$ cat config.mk
export PLATFORM = sky130hd
export DESIGN_NAME = uart_boot_loader
export DESIGN_NICKNAME = d
export VERILOG_FILES = /design/src/rtl/uart_boot_loader.sv
export SDC_FILE = /design/constraint.sdc
export NUM_CORES = 1
export LEC_CHECK = 0
export CORE_ASPECT_RATIO = 1.5
export CORE_MARGIN = 2
export CORE_UTILIZATION = 54
export DETAILED_ROUTE_END_ITERATION = 10
export GPL_ROUTABILITY_DRIVEN = 0
export PLACE_DENSITY = 0.8
export SLEW_MARGIN = 20
export SYNTH_ARGS = -nofsm -noshare
export SYNTH_HDL_FRONTEND = slang
export SYNTH_SLANG_ARGS = --single-unit
$ cat constraint.sdc
create_clock -name clk -period 4.93 [get_ports clk]
set_input_delay 0.493 -clock clk [delete_from_list [all_inputs] [get_ports clk]]
set_output_delay 0.493 -clock clk [all_outputs]
set_load 0.1 [all_outputs]
$ cat src/rtl/uart_boot_loader.sv
// UART program loader: receives a framed image, writes it into SoC memory,
// answers ACK/NAK and releases the CPU from reset once the image checks out.
module uart_boot_loader #(
    parameter int unsigned CLOCK_FREQ  = 50000000,
    parameter int unsigned BAUD_RATE   = 115200,
    parameter int unsigned MEMORY_SIZE = 8192
) (
    input  logic        clk,
    input  logic        rst_n,
    input  logic        rx,
    output logic        tx,
    output logic        mem_we,
    output logic [31:0] mem_addr,
    output logic [31:0] mem_wdata,
    output logic        cpu_rst_n,
    output logic        busy,
    output logic        error
);

    localparam int unsigned CLKS_PER_BIT = CLOCK_FREQ / BAUD_RATE;
    localparam int unsigned HALF_BIT     = CLKS_PER_BIT / 2;
    localparam int unsigned CNT_W        = $clog2(CLKS_PER_BIT + 1);
    localparam int unsigned MAX_WORDS    = MEMORY_SIZE / 4;
    localparam logic [7:0]  SYNC_BYTE    = 8'hB0;
    localparam logic [7:0]  ACK_BYTE     = 8'h06;
    localparam logic [7:0]  NAK_BYTE     = 8'h15;

    // ---------------- UART receiver ----------------
    typedef enum logic [1:0] {RX_IDLE, RX_START, RX_DATA, RX_STOP} rx_state_t;

    rx_state_t        rx_st;
    logic [2:0]       rx_sync;
    logic [CNT_W-1:0] rx_cnt;
    logic [2:0]       rx_bit;
    logic [7:0]       rx_byte;
    logic             byte_valid;
    logic             rx_s;
    logic             rx_fall;

    assign rx_s    = rx_sync[1];
    assign rx_fall = rx_sync[2] & ~rx_sync[1];

    // Bits sampled mid-period; a start that is high again at half-bit is a glitch
    always_ff @(posedge clk or negedge rst_n) begin
        if (!rst_n) begin
            rx_sync    <= 3'b111;
            rx_st      <= RX_IDLE;
            rx_cnt     <= '0;
            rx_bit     <= '0;
            rx_byte    <= '0;
            byte_valid <= 1'b0;
        end else begin
            rx_sync    <= {rx_sync[1:0], rx};
            byte_valid <= 1'b0;
            case (rx_st)
                RX_IDLE: begin
                    rx_cnt <= '0;
                    if (rx_fall) rx_st <= RX_START;
                end
                RX_START: begin
                    if (rx_cnt == CNT_W'(HALF_BIT - 1)) begin
                        rx_cnt <= '0;
                        rx_bit <= '0;
                        rx_st  <= rx_s ? RX_IDLE : RX_DATA;
                    end else begin
                        rx_cnt <= rx_cnt + CNT_W'(1);
                    end
                end
                RX_DATA: begin
                    if (rx_cnt == CNT_W'(CLKS_PER_BIT - 1)) begin
                        rx_cnt  <= '0;
                        rx_byte <= {rx_s, rx_byte[7:1]};
                        if (rx_bit == 3'd7) rx_st <= RX_STOP;
                        else                rx_bit <= rx_bit + 3'd1;
                    end else begin
                        rx_cnt <= rx_cnt + CNT_W'(1);
                    end
                end
                RX_STOP: begin
                    if (rx_cnt == CNT_W'(CLKS_PER_BIT - 1)) begin
                        rx_cnt     <= '0;
                        rx_st      <= RX_IDLE;
                        byte_valid <= rx_s;
                    end else begin
                        rx_cnt <= rx_cnt + CNT_W'(1);
                    end
                end
                default: rx_st <= RX_IDLE;
            endcase
        end
    end

    // ---------------- UART transmitter ----------------
    typedef enum logic {TX_IDLE, TX_BUSY} tx_state_t;

    tx_state_t        tx_st;
    logic [CNT_W-1:0] tx_cnt;
    logic [3:0]       tx_bit;
    logic [8:0]       tx_shift;
    logic             tx_start;
    logic [7:0]       tx_data;
    logic             tx_done;

    // tx_shift holds {stop, data}; tx_bit 0 is the start bit, 9 the stop bit
    always_ff @(posedge clk or negedge rst_n) begin
        if (!rst_n) begin
            tx_st    <= TX_IDLE;
            tx_cnt   <= '0;
            tx_bit   <= '0;
            tx_shift <= '1;
            tx       <= 1'b1;
            tx_done  <= 1'b0;
        end else begin
            tx_done <= 1'b0;
            case (tx_st)
                TX_IDLE: begin
                    tx <= 1'b1;
                    if (tx_start) begin
                        tx_shift <= {1'b1, tx_data};
                        tx_cnt   <= '0;
                        tx_bit   <= '0;
                        tx       <= 1'b0;
                        tx_st    <= TX_BUSY;
                    end
                end
                TX_BUSY: begin
                    if (tx_cnt == CNT_W'(CLKS_PER_BIT - 1)) begin
                        tx_cnt <= '0;
                        if (tx_bit == 4'd9) begin
                            tx      <= 1'b1;
                            tx_done <= 1'b1;
                            tx_st   <= TX_IDLE;
                        end else begin
                            tx       <= tx_shift[0];
                            tx_shift <= {1'b1, tx_shift[8:1]};
                            tx_bit   <= tx_bit + 4'd1;
                        end
                    end else begin
                        tx_cnt <= tx_cnt + CNT_W'(1);
                    end
                end
                default: tx_st <= TX_IDLE;
            endcase
        end
    end

    // ---------------- Loader FSM ----------------
    typedef enum logic [2:0] {IDLE, COUNT, DATA, CHECK, REPLY, RUN} state_t;

    state_t      state;
    logic [31:0] word_total;
    logic [31:0] word_idx;
    logic [1:0]  byte_idx;
    logic [7:0]  checksum;
    logic [23:0] asm_word;
    logic        reply_ack;
    logic [31:0] next_word;

    // Three previous bytes plus the incoming one form the little-endian word
    assign next_word = {rx_byte, asm_word};

    always_ff @(posedge clk or negedge rst_n) begin
        if (!rst_n) begin
            state      <= IDLE;
            word_total <= '0;
            word_idx   <= '0;
            byte_idx   <= '0;
            checksum   <= '0;
            asm_word   <= '0;
            reply_ack  <= 1'b0;
            tx_start   <= 1'b0;
            tx_data    <= '0;
            mem_we     <= 1'b0;
            mem_addr   <= '0;
            mem_wdata  <= '0;
            cpu_rst_n  <= 1'b0;
            busy       <= 1'b0;
            error      <= 1'b0;
        end else begin
            mem_we   <= 1'b0;
            tx_start <= 1'b0;
            case (state)
                IDLE: begin
                    if (byte_valid && rx_byte == SYNC_BYTE) begin
                        word_idx <= '0;
                        byte_idx <= '0;
                        checksum <= '0;
                        error    <= 1'b0;
                        busy     <= 1'b1;
                        state    <= COUNT;
                    end
                end
                COUNT: begin
                    if (byte_valid) begin
                        asm_word <= next_word[31:8];
                        byte_idx <= byte_idx + 2'd1;
                        if (byte_idx == 2'd3) begin
                            if (next_word == 32'd0 || next_word > 32'(MAX_WORDS)) begin
                                tx_start  <= 1'b1;
                                tx_data   <= NAK_BYTE;
                                reply_ack <= 1'b0;
                                error     <= 1'b1;
                                state     <= REPLY;
                            end else begin
                                word_total <= next_word;
                                state      <= DATA;
                            end
                        end
                    end
                end
                DATA: begin
                    if (byte_valid) begin
                        checksum <= checksum ^ rx_byte;
                        asm_word <= next_word[31:8];
                        byte_idx <= byte_idx + 2'd1;
                        if (byte_idx == 2'd3) begin
                            mem_we    <= 1'b1;
                            mem_addr  <= {word_idx[29:0], 2'b00};
                            mem_wdata <= next_word;
                            word_idx  <= word_idx + 32'd1;
                            if (word_idx + 32'd1 == word_total) state <= CHECK;
                        end
                    end
                end
                CHECK: begin
                    if (byte_valid) begin
                        tx_start <= 1'b1;
                        state    <= REPLY;
                        if (rx_byte == checksum) begin
                            tx_data   <= ACK_BYTE;
                            reply_ack <= 1'b1;
                        end else begin
                            tx_data   <= NAK_BYTE;
                            reply_ack <= 1'b0;
                            error     <= 1'b1;
                        end
                    end
                end
                REPLY: begin
                    if (tx_done) begin
                        busy <= 1'b0;
                        if (reply_ack) begin
                            cpu_rst_n <= 1'b1;
                            state     <= RUN;
                        end else begin
                            state <= IDLE;
                        end
                    end
                end
                RUN: begin
                    cpu_rst_n <= 1'b1;
                end
                default: state <= IDLE;
            endcase
        end
    end

endmodule

==> flow_summary_export.csv, run 1 <==
group,metric,value,unit
power,p_sw,0.0008286,W
synthesis,synth.area.mux_share,5.503,%
setup_path,path_class,"reg -> reg",
power,p_per_area,318.6,nW/um^2
sta,tightest_slew,1107,ps
synthesis,synthTopCellsByArea,"dfrtp_1 (50%), nand2_1 (8.9%), mux2_2 (4.8%)",
sta,finalHoldViolCount,0,
place,pre_cts_slack,1816,ps
layout,fin_nets,1116,
floorplan,row_count,62,
setup_path,path_cells,"ha_1 > nand3_4 > nor4_4 > a21oi_1 > or4b_1 > nor4b_2 > nand4_1 > o32ai_1 > a22o_1",
synthesis,ys_ff_latch,221,
drt,ant_nets,0,
clocking,cts_hold_buf,0,
hold_path,holdCritPathClass,"in -> async",
synthesis,synth_area_leader_cell,"dfrtp_1",
power,swShare,21.54,%
power,comb_power_share,3.9,%
drt,first_pass_iters,5,
floorplan,die_x,117.8,um
setup_path,worstPathArrival,3600,ps
grt,antenna_found_initial,0,
place,dp_cells,1334,
synthesis,syn_avg_cell_area,9.814,um^2
clocking,post-cts-setup-buffers,0,
grt,track_usage,23.27,%
setup_path,cp_max_fo,11,
clocking,htreeDepth,1,
setup_path,cp_slowest_stage_delay,590,ps
layout,multi_input_area,4607,um^2
sta,min_period,3175,ps
grt,grt_pass1_wl,39.81,mm
synthesis,synth_top_area_share,49.90,%
synthesis,synth_xor_area_share,5.181,%
sta,period_share,64.40,%
drt,vias_per_cell,5.787,
drt,routed_wirelength,23.22,mm
synthesis,ys_seq_area_share,52.91,%
place,dp_hpwl,15.47,mm
setup_path,cp_top_family,"simple AND/OR/NAND/NOR gates",
synthesis,yosys_warnings,0,
sta,setup_viol,0,
clocking,cts_resized,0,
clocking,clockBufferDepth,3,
clocking,clock-sinks,221,
sta,relSlewSlack,25.65,%
setup_path,critPathSlowestCell,"nor4_4",
floorplan,start_util,54.92,%
power,seqPwrFrac,49.2,%
synthesis,syn_area,10480,um^2
drt,drt_iter0_markers,667,
clocking,clkTransAtPathRegs,60,ps
clocking,numCtsBuffers,22,
synthesis,synth_top_family_by_area,"simple AND/OR/NAND/NOR gates",
floorplan,io_pins,72,
sta,drv_slew,0,
clocking,clk_latency,510,ps
floorplan,die_h,174.6,um
synthesis,synthArstFlopShare,100.0,%
drt,drc,0,
grt,grt_overflow,0,
layout,syn_to_final_growth,15.18,%
layout,drive_above_1_share,10.83,%
sta,finalHoldWorstSlack,5.835,ps
power,p_clk_share,46.9,%
synthesis,synth_most_common_cell,"nand2_1",
synthesis,synth.distinct_cells,72,
run,maxCapViolations,0,
place,port_buffers,69,
clocking,root_buffer,"clkbuf_16",
setup_path,worst-path-buf-inv,0,
sta,fmaxAchievable,315.0,MHz
layout,fill_cells,1558,
power,intPower,0.003018,W
sta,finalSetupTns,0,ps
sta,finClkSkew,26.30,ps
setup_path,critPathCaptureType,"flop",
layout,layout.cells.non_filler,1373,
drt,vias,7946,
layout,num_antenna_cells,0,
run_status,status,"complete, no violations",
floorplan,core_area,19080,um^2
clocking,cts_tree,"built",
layout,regArea,5545,um^2
synthesis,ys.flop_type,"dfrtp_1",
grt,grt_start_max_net_pins,117,
sta,rsz0062_at_grt,"false",
sta,worst_slack,1755,ps
power,power.leakage,5.703,nW
synthesis,yosys.area_share.simple,20.87,%
synthesis,synth_compound_area_share,10.88,%
synthesis,synth-edff-count,0,
drt,detail_route.wl_per_cell,16.91,um
setup_path,critPathRequiredTime,5360,ps
grt,grt_pass1_vias,8052,
floorplan,dieArea,20560,um^2
power,max-vdd-ir-drop,0.2493,mV
synthesis,yosys-top-cells-count,"nand2_1 (248), dfrtp_1 (209), o21ai_0 (96)",
setup_path,start_kind,"flop",
synthesis,syn_inst,1068,
synthesis,synthAdderAreaFrac,1.409,%
[cells in the final DEF, fill, tap and decap left out, types with 5 or more instances in the layout]
cell type / instances
clkbuf_16: 23
nor2_1: 49
clkdlybuf4s50_1: 68
mux2_2: 45
dfstp_2: 12
dfrtp_1: 209
xor2_1: 32
o21ai_0: 95
nand2_1: 248
mux2i_1: 7
and2_1: 27
a21oi_1: 25
inv_1: 10
nor2b_1: 7
nand3_1: 34
o41ai_1: 5
nor3_1: 10
a22o_1: 7
nand4_1: 16
ha_1: 11
o31ai_1: 20
and3_1: 11
and4_1: 7
xnor2_1: 30
nor4_1: 10
[sequential cells by signal, indices dropped and copies added, names as in the netlist, 2 cells and up, named ones only]
| name | flops |
|---|---|
| word_idx | 32 |
| tx_data | 3 |
| rx_sync | 3 |
| asm_word | 24 |
| mem_wdata | 32 |
| tx_shift | 8 |
| state | 3 |
| rx_bit | 3 |
| rx_byte | 8 |
| tx_bit | 4 |
| rx_cnt | 9 |
| mem_addr | 30 |
| tx_cnt | 9 |
| byte_idx | 2 |
| word_total | 32 |
| checksum | 8 |
[area by class of cell]
| class | instances | share of cell area, % |
|---|---|---|
| flip-flops and latches | 221 | 45.93 |
| multi-input cells | 768 | 38.16 |
| repair buffers | 75 | 6.270 |
| clock buffers | 30 | 5.317 |
| well taps | 256 | 2.653 |
| clock inverters | 9 | 1.233 |
| inverters | 14 | 0.4353 |
[routing by layer]
metal	vias up	GRT usage [%]	part of all wire [%]
li1	3749	-	-
met1	3889	29.41	40
met4	0	10.59	4.1
met3	66	3.035	4.6
met2	242	39.97	51
met5	-	0	0
[final timing paths]
kind	endpoint	slack, ps	startpoint	cells after the start
setup / recovery	state[0]$_DFFE_PN0P_	1760	word_idx[0]$_DFFE_PN0P_	9
hold / removal	mem_wdata[14]$_DFFE_PN0P_	6	rst_n	1
setup reg to reg	state[0]$_DFFE_PN0P_	1760	word_idx[0]$_DFFE_PN0P_	9
hold reg to reg	rx_sync[1]$_DFF_PN1_	360	rx_sync[0]$_DFF_PN1_	0
max in group asynchronous	state[1]$_DFFE_PN0P_	3810	rst_n	2
min in group clk	rx_sync[1]$_DFF_PN1_	360	rx_sync[0]$_DFF_PN1_	0
[power groups by stage]
| stage | clock network [W] | logic, W | registers (W) |
|---|---|---|---|
| floorplan | 0 | 0.0000934 | 0.00191 |
| global placement | 0 | 0.000145 | 0.00192 |
| detailed placement | 0 | 0.000154 | 0.00192 |
| CTS | 0.00182 | 0.000155 | 0.00189 |
| global route | 0.00191 | 0.000177 | 0.00190 |
| finish | 0.00180 | 0.000151 | 0.00189 |
[metrics by stage]
step / util (%) / total power [W] / cell area (um^2)
floorplan: - / 0.002006 / 10490
global placement: 59.10 / 0.002066 / 11280
detailed placement: 59.10 / 0.002078 / 11280
CTS: 63.24 / 0.003870 / 12070
global route: 63.26 / 0.003984 / 12070
finish: 63.26 / 0.003846 / 12070
[kinds of logic after synthesis]
group                      Yosys count
AOI/OAI and AO/OA                  188
xor gates and xnor gates            62
DFF                                221
muxes                               52
adders and majority gates           12
other                                1
buffers and inverters               80
and+or+nand+nor                    452
No activity file was read; power rests on OpenSTA's default activity.
==> inputs of run 2 (changes only) <==
--- a/config.mk
+++ b/config.mk
@@ -7,10 +7,10 @@
 export LEC_CHECK = 0
 export CORE_ASPECT_RATIO = 1.5
 export CORE_MARGIN = 2
-export CORE_UTILIZATION = 54
+export CORE_UTILIZATION = 53
 export DETAILED_ROUTE_END_ITERATION = 10
 export GPL_ROUTABILITY_DRIVEN = 0
-export PLACE_DENSITY = 0.8
+export PLACE_DENSITY = 0.82
 export SLEW_MARGIN = 20
 export SYNTH_ARGS = -nofsm -noshare
 export SYNTH_HDL_FRONTEND = slang
==> constraint.sdc (replaced) <==
create_clock -name clk -period 2.6 [get_ports clk]
set_input_delay 0.26 -clock clk [delete_from_list [all_inputs] [get_ports clk]]
set_output_delay 0.26 -clock clk [all_outputs]
set_load 0.1 [all_outputs]
==> run 2 against run 1 <==
Total power grew 85%. Count of clock-buffer cells in the layout is 4 lower. Critical path type unchanged. Largest cell class unchanged. Worst setup slack got worse by 1700 ps. Highest routed layer unchanged. Largest power group unchanged. Global-route usage decreased by 0.12 points.
==> flow_summary_export.csv, run 2 (synthesis gave the netlist of run 1 again) <==
group,metric,value,unit
run_status,status,"complete, no violations",
layout,syn_to_final_growth,18.25,%
clocking,clockBufferDepth,3,
place,dp_cells,1392,
setup_path,rr_worst_depth,8,
clocking,numCtsBuffers,21,
clocking,root_buffer,"clkbuf_16",
layout,num_antenna_cells,0,
sta,rsz0062_at_grt,"true",
place,dp_hpwl,16.24,mm
floorplan,die_x,118.8,um
power,max-vdd-ir-drop,0.6509,mV
setup_path,critPathSlowestCell,"or4b_4",
clocking,clk_latency,500,ps
layout,final_common_cell,"nand2_1",
power,p_clk_share,45.5,%
sta,worst_slack,46.24,ps
run,maxCapViolations,0,
floorplan,core_area,19550,um^2
grt,grt_overflow,0,
power,seqPwrFrac,50.3,%
layout,fill_cells,1555,
place,port_buffers,69,
power,intPower,0.005551,W
floorplan,io_pins,72,
drt,drt_iter0_markers,715,
setup_path,cp_slowest_stage_delay,510,ps
place,pre_cts_slack,62.72,ps
grt,grt_start_max_net_pins,99,
setup_path,worstPathArrival,2990,ps
drt,routed_wirelength,23.96,mm
drt,first_pass_iters,5,
power,power.leakage,6.145,nW
setup_path,r2r-start,"word_idx[13]$_DFFE_PN0P_",
sta,min_period,2554,ps
setup_path,cp_max_fo,4,
setup_path,r2r_end,"state[0]$_DFFE_PN0P_",
clocking,clock-sinks,221,
setup_path,path_cells,"nand4_2 > nor4_2 > a21oi_1 > or4b_4 > nor4b_4 > nand4_1 > o32ai_2 > a22o_1",
sta,relSlewSlack,56.78,%
setup_path,reg2reg_slack,50,ps
setup_path,worst-path-buf-inv,0,
setup_path,path_class,"reg -> reg",
clocking,htreeDepth,1,
setup_path,cp-endpoint,"state[0]$_DFFE_PN0P_",
drt,vias,8252,
power,comb_power_share,4.1,%
setup_path,critPathCaptureType,"flop",
clocking,clkTransAtPathRegs,70,ps
sta,setup_viol,0,
grt,antenna_found_initial,0,
setup_path,critPathRequiredTime,3040,ps
floorplan,start_util,53.62,%
setup_path,cp_top_family,"simple AND/OR/NAND/NOR gates",
sta,drv_slew,0,
sta,period_share,98.22,%
grt,grt_pass1_wl,40.16,mm
setup_path,start_kind,"flop",
layout,fin_nets,1173,
sta,tightest_slew,632.0,ps
layout,final_cell_mix,"nand2_1 (248), dfrtp_1 (206), buf_4 (124), o21ai_0 (95), nor2_1 (49)",
power,p_per_area,574.8,nW/um^2
hold_path,holdCritPathClass,"in -> reg",
setup_path,setup.worst_path.start,"word_idx[13]$_DFFE_PN0P_",
power,p_sw,0.001573,W
floorplan,die_h,176.2,um
layout,drive_above_1_share,21.59,%
layout,layout.cells.non_filler,1432,
power,swShare,22.08,%
drt,drc,0,
floorplan,dieArea,20940,um^2
setup_path,cp_num_cells,8,
grt,track_usage,23.15,%
sta,finalHoldViolCount,0,
sta,finClkSkew,7.823,ps
layout,reg.largest.list,"mem_wdata x32, word_idx x32, word_total x32",
grt,grt_pass1_vias,8245,
drt,ant_nets,0,
sta,fmaxAchievable,391.6,MHz
floorplan,row_count,63,
drt,vias_per_cell,5.763,
clocking,cts_tree,"built",
drt,detail_route.wl_per_cell,16.73,um
run 2: power groups by stage:
| stage | Combinational (W) | Sequential [W] | Clock, W |
|---|---|---|---|
| 3_3_place_gp | 0.000284 | 0.00364 | 0 |
| 4_1_cts | 0.000302 | 0.00358 | 0.00331 |
| 6_report | 0.000295 | 0.00359 | 0.00324 |
| 3_5_place_dp | 0.000299 | 0.00365 | 0 |
| 2_1_floorplan | 0.000177 | 0.00363 | 0 |
| 5_1_grt | 0.000346 | 0.00360 | 0.00346 |
run 2: routing by layer:
layer	vias to the layer above	part of all wire [%]	track usage (%)
met5	-	0	0
met1	4057	40	28.61
li1	3860	-	-
met2	264	52	40.68
met3	71	4.9	2.907
met4	0	3.8	10.22
run 2: area by class of cell:
| class | instances | area (um^2) | share of cell area (%) |
|---|---|---|---|
| inverters | 14 | 52.55 | 0.4240 |
| repair buffers | 133 | 1077 | 8.692 |
| well taps | 260 | 325.3 | 2.625 |
| multi-input cells | 768 | 4666 | 37.64 |
| clock inverters | 10 | 160.2 | 1.292 |
| clock buffers | 26 | 564.3 | 4.553 |
| flip-flops and latches | 221 | 5549 | 44.77 |
run 2: worst min-delay path by stage:
stage,cells after the start,endpoint,from
floorplan,0,async pin,rst_n
detailed placement,1,mem_wdata[13]$_DFFE_PN0P_,rst_n
finish,1,rx_sync[0]$_DFF_PN1_,rx
CTS,1,rx_sync[0]$_DFF_PN1_,rx
global route,1,rx_sync[0]$_DFF_PN1_,rx
global placement,1,mem_wdata[13]$_DFFE_PN0P_,rst_n
run 2: metrics by stage:
step | total power (W) | utilization (%) | TNS (ps) | hold slack, ps | cell area [um^2]
detailed placement | 0.003946 | 59.26 | 0 | 301.7 | 11580
global route | 0.007405 | 63.40 | -177.0 | 162.2 | 12390
finish | 0.007124 | 63.40 | 0 | 166.7 | 12390
global placement | 0.003926 | 59.26 | 0 | 295.0 | 11580
CTS | 0.007192 | 63.01 | 0 | 153.2 | 12320
floorplan | 0.003804 | - | 0 | -35.59 | 10500
run 2: repair_timing:
| item | 4_1_cts | 5_1_grt |
|---|---|---|
| buffers inserted | 0 | 3 |
| endpoints found under the setup margin | 0 | 21 |
| gates resized for setup | 0 | 14 |
| hold buffers | 1 | 0 |
| hold endpoints to repair | 80 | 0 |
==> inputs of run 3 (changes only) <==
--- a/config.mk
+++ b/config.mk
@@ -10,6 +10,7 @@
 export CORE_UTILIZATION = 53
 export DETAILED_ROUTE_END_ITERATION = 10
 export GPL_ROUTABILITY_DRIVEN = 0
+export MAX_ROUTING_LAYER = met4
 export PLACE_DENSITY = 0.82
 export SLEW_MARGIN = 20
 export SYNTH_ARGS = -nofsm -noshare
==> run 3 against run 2 <==
Global-route usage increased by 0.66 points. Final cell count unchanged. Core utilization unchanged. Worst hold slack lost 1.4 ps. Routed wire length grew 0.21%. Total power up 0.18%. Critical path depth stayed put. Sequential share of layout area stayed put. Fmax increased by 0.27%. Critical path type unchanged. Largest cell class unchanged. Largest power group unchanged. Highest routed layer unchanged.
==> flow_summary_export.csv, run 3 (synthesis gave the netlist of run 1 again) <==
group,metric,value,unit
layout,final_common_cell,"nand2_1",
setup_path,critPathSlowestCell,"or4_1",
floorplan,die_h,176.2,um
drt,routed_wirelength,24.01,mm
layout,layout.cells.non_filler,1432,
clocking,clockBufferDepth,3,
sta,min_period,2547,ps
sta,drv_slew,0,
grt,grtUsageMet1,28.48,%
layout,reg.largest.list,"mem_wdata x32, word_idx x32, word_total x32",
grt,use_met3,2.939,%
grt,top_usage_layer,"met2",
drt,vias,8290,
power,power.leakage,6.145,nW
clocking,clock-sinks,221,
setup_path,r2r_end,"state[0]$_DFFE_PN0P_",
place,pre_cts_slack,62.72,ps
clocking,numCtsBuffers,21,
drt,drc,0,
setup_path,r2r-start,"word_idx[3]$_DFFE_PN0P_",
clocking,htreeDepth,1,
setup_path,cp_top_family,"simple AND/OR/NAND/NOR gates",
place,place_area,11580,um^2
clocking,clk_latency,500,ps
sta,relSlewSlack,57.35,%
floorplan,start_util,53.62,%
sta,setup_viol,0,
setup_path,cp_num_cells,8,
setup_path,setup.worst_path.start,"word_idx[3]$_DFFE_PN0P_",
power,max-vdd-ir-drop,0.6533,mV
grt,antenna_found_initial,0,
drt,drt_iter0_markers,687,
power,p_per_area,575.8,nW/um^2
power,power,0.007136,W
grt,grt_use_met2,40.61,%
sta,finClkSkew,8.021,ps
setup_path,rr_worst_depth,8,
clocking,clkTransAtPathRegs,70,ps
floorplan,die_x,118.8,um
drt,vias_per_cell,5.789,
drt,first_pass_iters,5,
sta,worst_slack,53.05,ps
setup_path,reg2reg_slack,50,ps
grt,grt_pass1_wl,40.09,mm
layout,drive_above_1_share,21.59,%
sta,rsz0062_at_grt,"true",
floorplan,io_pins,72,
place,port_buffers,69,
run_status,status,"complete, no violations",
run,maxCapViolations,0,
setup_path,cp_slowest_stage_delay,500,ps
grt,grt_overflow,0,
floorplan,dieArea,20940,um^2
sta,tightest_slew,623.6,ps
floorplan,core_area,19550,um^2
drt,ant_nets,0,
sta,finalHoldViolCount,0,
setup_path,worstPathArrival,2980,ps
setup_path,start_kind,"flop",
setup_path,cp-endpoint,"state[0]$_DFFE_PN0P_",
grt,grt_pass1_vias,8246,
layout,final_area,12390,um^2
layout,final_cell_mix,"nand2_1 (248), dfrtp_1 (206), buf_4 (124), o21ai_0 (95), nor2_1 (49)",
setup_path,critPathRequiredTime,3040,ps
clocking,root_buffer,"clkbuf_16",
grt,track_usage,23.81,%
layout,fin_nets,1173,
hold_path,holdCritPathClass,"in -> reg",
place,dp_cells,1392,
clocking,cts_tree,"built",
layout,syn_to_final_growth,18.25,%
sta,period_share,97.96,%
setup_path,path_class,"reg -> reg",
setup_path,critPathCaptureType,"flop",
setup_path,cp_max_fo,6,
sta,fmaxAchievable,392.6,MHz
sta,finalHoldWorstSlack,165.3,ps
setup_path,worst-path-buf-inv,1,
floorplan,row_count,63,
place,dp_hpwl,16.24,mm
grt,grt_start_max_net_pins,99,
layout,num_antenna_cells,0,
setup_path,path_cells,"nand4_2 > nor4_2 > buf_4 > and4_4 > xnor2_1 > or4_1 > o32ai_2 > a22o_1",
drt,detail_route.wl_per_cell,16.77,um
[run 3: per-stage QoR]
step	utilization [%]	setup TNS, ps
after floorplan	-	0
after global placement	59.26	0
after detailed placement	59.26	0
after CTS	63.01	0
after global routing	63.40	-179.6
final	63.40	0
[run 3: how the worst min path moves through the flow]
stage,from,end,slack (ps),depth (start not counted)
2_1_floorplan,rst_n,async pin,-40,0
5_1_grt,rx,rx_sync[0]$_DFF_PN1_,160,1
4_1_cts,rx,rx_sync[0]$_DFF_PN1_,150,1
3_5_place_dp,rst_n,mem_wdata[13]$_DFFE_PN0P_,300,1
3_3_place_gp,rst_n,mem_wdata[13]$_DFFE_PN0P_,300,1
6_report,rx,rx_sync[0]$_DFF_PN1_,170,1
[run 3: repair_timing]
| action | 4_1_cts | 5_1_grt |
|---|---|---|
| gates resized for setup | 0 | 14 |
| setup endpoints to repair | 0 | 21 |
| hold buffers | 1 | 0 |
| buffers inserted | 0 | 3 |
| hold endpoints to repair | 80 | 0 |
[run 3: power by group]
part / total [W] / switching, W / leakage [nW] / internal [W]
Clock: 0.00326 / 0.00131 / 0.353 / 0.00194
Sequential: 0.00359 / 0.0000822 / 3.03 / 0.00350
Combinational: 0.000295 / 0.000190 / 2.76 / 0.000104
Total: 0.00714 / 0.00159 / 6.14 / 0.00555
[run 3: area by class of cell]
| cell class | count | area (um^2) |
|---|---|---|
| clock buffers | 26 | 564.3 |
| clock inverters | 10 | 160.2 |
| fillers | 1555 | 7154 |
| inverters | 14 | 52.55 |
| multi-input cells | 768 | 4666 |
| flip-flops and latches | 221 | 5549 |
| well taps | 260 | 325.3 |
| repair buffers | 133 | 1077 |
[run 3: worst reg2reg max path: stages (launching register included)]
cell,delay [ps]
dfrtp_1,490
nand4_2,230
nor4_2,340
buf_4,190
and4_4,230
xnor2_1,100
or4_1,500
o32ai_2,250
a22o_1,160
[run 3: per-layer routing]
metal  up-vias  wire length (um)
met2       309             12420
met1      4064              9432
met3        70              1232
met5         -                 0
met4         0               924
li1       3847                 -
